--- src/rtl/booth_pkg.sv ---
// Shared definitions for the Booth multiplier accumulator stage.
// Holds the product width, FSM state type and default sizing.
package booth_pkg;

   localparam int PROD_W    = 8;
   localparam int ACC_W_DEF = 16;
   localparam int LEN_DEF   = 4;

   typedef enum logic {
      ST_ACC,
      ST_HOLD
   } state_t;

endpackage

--- src/rtl/booth_acc_add.sv ---
// Combinational signed add of a sign-extended product into the accumulator,
// with overflow detect; saturates instead of wrapping when BOOTH_ACC_SAT_EN is defined.
module booth_acc_add
   import booth_pkg::*;
#(
   parameter int ACC_W = ACC_W_DEF
) (
   input  logic [ACC_W-1:0]  acc,
   input  logic [PROD_W-1:0] prod,
   output logic [ACC_W-1:0]  sum,
   output logic              ovf
);

   logic [ACC_W:0] wide;

   // One guard bit holds the true result of any ACC_W + PROD_W signed add.
   assign wide = {acc[ACC_W-1], acc} + {{(ACC_W+1-PROD_W){prod[PROD_W-1]}}, prod};
   assign ovf  = wide[ACC_W] ^ wide[ACC_W-1];

`ifdef BOOTH_ACC_SAT_EN
   always_comb begin
      if (ovf) begin
         sum = wide[ACC_W] ? {1'b1, {(ACC_W-1){1'b0}}} : {1'b0, {(ACC_W-1){1'b1}}};
      end else begin
         sum = wide[ACC_W-1:0];
      end
   end
`else
   assign sum = wide[ACC_W-1:0];
`endif

endmodule

--- src/rtl/booth_acc.sv ---
// Groups LEN signed Booth products into one ACC_W-bit sum with sticky overflow.
// Define BOOTH_ACC_SAT_EN to saturate each add instead of wrapping.
module booth_acc
   import booth_pkg::*;
#(
   parameter int ACC_W = ACC_W_DEF,
   parameter int LEN   = LEN_DEF
) (
   input  logic              clk,
   input  logic              rst,
   input  logic              in_valid,
   output logic              in_ready,
   input  logic [PROD_W-1:0] in_prod,
   output logic              out_valid,
   input  logic              out_ready,
   output logic [ACC_W-1:0]  out_sum,
   output logic              out_ovf
);

   localparam logic [7:0] CNT_LAST = 8'(LEN - 1);

   state_t           state, state_nxt;
   logic [ACC_W-1:0] acc, add_sum;
   logic [7:0]       cnt;
   logic             ovf, add_ovf;
   logic             accept, last;

   booth_acc_add #(.ACC_W(ACC_W)) u_add (
      .acc  (acc),
      .prod (in_prod),
      .sum  (add_sum),
      .ovf  (add_ovf)
   );

   assign last = (cnt == CNT_LAST);

   // Handshake outputs decode the state register only, never an input.
   always_comb begin
      // NOTE: every output gets a default first so no path through the case infers a latch.
      state_nxt = state;
      in_ready  = 1'b0;
      out_valid = 1'b0;
      accept    = 1'b0;
      case (state)
         ST_ACC: begin
            in_ready = 1'b1;
            accept   = in_valid;
            if (in_valid && last) state_nxt = ST_HOLD;
         end
         ST_HOLD: begin
            out_valid = 1'b1;
            if (out_ready) state_nxt = ST_ACC;
         end
         default: state_nxt = ST_ACC;
      endcase
   end

   always_ff @(posedge clk) begin
      // NOTE: non-blocking assignments so every register samples pre-edge values.
      if (rst) state <= ST_ACC;
      else     state <= state_nxt;
   end

   always_ff @(posedge clk) begin
      if (rst) begin
         acc     <= '0;
         cnt     <= '0;
         ovf     <= 1'b0;
         out_sum <= '0;
         out_ovf <= 1'b0;
      end else if (accept) begin
         acc <= add_sum;
         cnt <= cnt + 8'd1;
         ovf <= ovf | add_ovf;
         if (last) begin
            out_sum <= add_sum;
            out_ovf <= ovf | add_ovf;
         end
      end else if (state == ST_HOLD && out_ready) begin
         acc <= '0;
         cnt <= '0;
         ovf <= 1'b0;
      end
   end

endmodule

--- config.mk ---
export PLATFORM = sky130hd
export DESIGN_NAME = booth_acc
export DESIGN_NICKNAME = d
export VERILOG_FILES = /design/src/rtl/booth_pkg.sv /design/src/rtl/booth_acc_add.sv /design/src/rtl/booth_acc.sv
export SDC_FILE = /design/constraint.sdc
export NUM_CORES = 1
export LEC_CHECK = 0
export ABC_AREA = 0
export CAP_MARGIN = 20
export CORE_ASPECT_RATIO = 0.75
export CORE_UTILIZATION = 50
export DETAILED_ROUTE_END_ITERATION = 16
export PLACE_DENSITY = 0.76
export SLEW_MARGIN = 5
export SYNTH_ARGS = -nofsm -noshare
export SYNTH_HDL_FRONTEND = slang
export SYNTH_SLANG_ARGS = --single-unit
export TNS_END_PERCENT = 1
--- constraint.sdc ---
create_clock -name clk -period 2.59 [get_ports clk]
set_clock_uncertainty 0.1 [all_clocks]
set_input_delay 0.518 -clock clk [delete_from_list [all_inputs] [get_ports clk]]
set_output_delay 0.518 -clock clk [all_outputs]
set_load 0.01 [all_outputs]
==> results.yml <==
setup_path:
  required_ps: 2690
  slowest_stage: "fa_2"
  worst_setup_path_start_kind: "input port"
  critPathArrivalTime_ps: 2690
  cp_max_fo: 3
  crit_path_max_incr_delay_ps: 370
  crit_type: "input port to flop"
  crit_chain: "dlygate4sd2_1 > ha_2 > fa_2 > a21o_1 > a221oi_4 > o211ai_2 > a211oi_4 > nor3_1 > a221o_1"
  worstSetupEndpointType: "flop"
clock_network:
  cts.sinks: 43
  htree_levels: 2
  holdBufCountCts: 0
  clock_path_buffers: 2
  clk_pin_slew_worst_paths_ps: 100
  clock-root-buffer: "clkbuf_8"
  cts_inserted_buffers: 5
  cts_tree: "done"
  clock_latency_ps: 310
grt:
  grt_max_degree: 29
  grt_pass1_vias: 2241
  grtUsageTotal_pct: 27.5
  antenna_found_initial: 0
  grt_pass1_wl_mm: 10.7
  grt-ovfl-total: 0
yosys:
  syn-num-nets: 320
  synth_top_area_cell: "dfxtp_1"
  ys.flop_type: "dfxtp_1"
  syn_avg_cell_area_um2: 8.31
  async_flop_share_pct: 0
  synth_warnings: 0
  ys_ff_latch: 43
  synth_area_um2: 2410
  synth_top_area_share_pct: 35.7
  syn-instance-count: 290
  ys_types: 40
  synthTopCellsByArea: "dfxtp_1 36%, ha_1 8.8%, a21oi_1 6.2%"
  synth-seq-area-share_pct: 35.7
  synth_edf_count: 0
placement:
  port_buffers: 30
  dp_hpwl_mm: 4.72
  gp_congestion: 0.869
  dp_slack_ps: -516
  dp_cells: 402
floorplan:
  io_pins: 31
  dieArea_um2: 5100
  core_area_um2: 4550
  fp.dieH_um: 62.1
  initial_utilization_pct: 53.0
  rows: 21
  die_x_um: 82.2
cells_and_area:
  nNetsFinal: 383
  drive_above_1_share_pct: 18.1
  final_cell_count_no_fill: 411
  area_delta_synth_final_pct: 30.9
  diodes: 0
sta:
  final_critical_path_setup_slack_ps: 5.33
  fin_crit_sh_pct: 99.8
  max_freq_mhz: 387
  min_period_ps: 2580
  tightest_slew_ps: 408
  setup_viol: 0
  slew_headroom_pct: 72.7
  rsz0062_at_grt: "yes"
  drv_slew: 0
  hold_violations: 0
power:
  p_leak_nw: 1.30
  power_mw: 1.80
  powerDensity_nw_per_um2: 571
  irDropWorstVdd_mv: 0.398
flow_run:
  maxCapViolCount: 0
route:
  drt-vias-per-instance: 5.77
  drc: 0
  num_vias: 2370
  drt-initial-drc-count: 138
  antenna_left: 0
  wl_per_cell_um: 15.8
  firstDrtPassIters: 4
  wirelength_mm: 6.48
min_path:
  hold_path.class: "flop to flop"
status:
  status: "complete, no violations"
[cell usage after synthesis (2+ instances only)]
cell,count
a211oi_1,4
a21o_1,8
a21oi_1,30
a22oi_1,9
a311oi_1,2
a31oi_1,3
and3_1,3
buf_2,2
clkbuf_1,12
dfxtp_1,43
ha_1,17
inv_1,2
nand2_1,35
nand2b_1,2
nand3_1,13
nand3b_1,9
nand4_1,5
nor2_1,28
nor2b_1,2
o21a_1,3
o21ai_0,20
o21bai_1,4
o31ai_1,2
or4_1,4
xnor2_1,6
xor2_1,8
[per-stage QoR]
stage          setup TNS (ps)  util, %  instance area (µm²)  hold slack, ps
2_1_floorplan               0        -                 2410             348
3_3_place_gp            -4450     66.7                 3030             343
3_5_place_dp            -4940     66.7                 3030             347
4_1_cts                     0     68.8                 3130             361
5_1_grt                  -117     69.4                 3150             395
6_report                    0     69.4                 3150             358
[final cells by class]
class | instances | area (µm²)
Clock buffer | 5 | 68.8
Clock inverter | 3 | 23.8
Fill cell | 388 | 1390
Inverter | 2 | 7.51
Multi-Input combinational cell | 231 | 1510
Sequential cell | 43 | 861
Tap cell | 57 | 71.3
Timing Repair Buffer | 70 | 614
[power by group]
part	total [mW]	internal [mW]	switching, mW	leakage, nW
sequential	0.736	0.705	0.0303	0.350
combinational	0.608	0.294	0.314	0.909
clock	0.456	0.193	0.263	0.0408
[critical path: cells and delay by family]
kind	cells	cell delay, ps
compound gates	5	1300
simple gates	1	90
buf+inv	1	230
fa+ha+maj	2	550
[sequential cells by signal, summed over array words and instances (netlist names)]
signal   cells
acc         16
cnt          8
out_ovf      1
out_sum     16
ovf          1
state        1
[path summary, 6_finish.rpt]
| path | startpoint | cells past startpoint | slack, ps | end |
|---|---|---|---|---|
| max reg2reg | acc[0]$_SDFFE_PP0P_ | 8 | 120 | ovf$_SDFFE_PP0P_ |
| min | out_sum[3]$_SDFFE_PP0P_ | 2 | 360 | out_sum[3]$_SDFFE_PP0P_ |
| min reg2reg | out_sum[3]$_SDFFE_PP0P_ | 2 | 360 | out_sum[3]$_SDFFE_PP0P_ |
| max | in_prod[0] | 9 | 5 | ovf$_SDFFE_PP0P_ |
[routing by layer]
layer | vias up | wire length (µm) | global-route usage (%)
met5 | - | 0 | 0
met4 | 0 | 97 | 7.68
met3 | 14 | 326 | 5.15
met2 | 65 | 2910 | 42.0
met1 | 1117 | 3140 | 39.0
li1 | 1174 | - | -
[timing repair]
action                     in CTS  in global routing
setup buffers                   0                  0
pin swaps                       7                  2
resized for setup               4                  6
setup endpoints to repair       8                  8
[cell usage in the layout, fill, tap and decap left out, types with 2 or more instances in the layout]
master,Yosys,layout
dfxtp_1,43,43
buf_4,0,38
nand2_1,35,35
nor2_1,28,28
clkdlybuf4s50_1,0,28
a21oi_1,30,27
o21ai_0,20,20
ha_1,17,14
nand3_1,13,13
a22oi_1,9,9
nand3b_1,9,9
a21o_1,8,8
xor2_1,8,8
xnor2_1,6,6
nand4_1,5,5
clkbuf_8,0,5
a211oi_1,4,4
or4_1,4,4
o21bai_1,4,4
and3_1,3,3
a31oi_1,3,3
o21a_1,3,3
a21oi_2,0,3
ha_2,0,3
inv_1,2,2
nor2b_1,2,2
a311oi_1,2,2
o31ai_1,2,2
nand2b_1,2,2
clkinvlp_4,0,2
dlygate4sd2_1,0,2
[kinds of logic (layout without fill, tap and decap cells)]
logic type               after synthesis  in the layout  synth area share, %
AND/OR/NAND/NOR                      108            108                 22.1
flip-flops                            43             43                 35.7
AO/OA/AOI/OAI                         90             90                 24.4
XOR/XNOR                              14             14                 5.09
adder cells (fa/ha/maj)               18             18                 9.66
multiplexers                           1              1                0.467
buffers and inverters                 16             80                 2.60
Power figures use the tool's default switching activity.
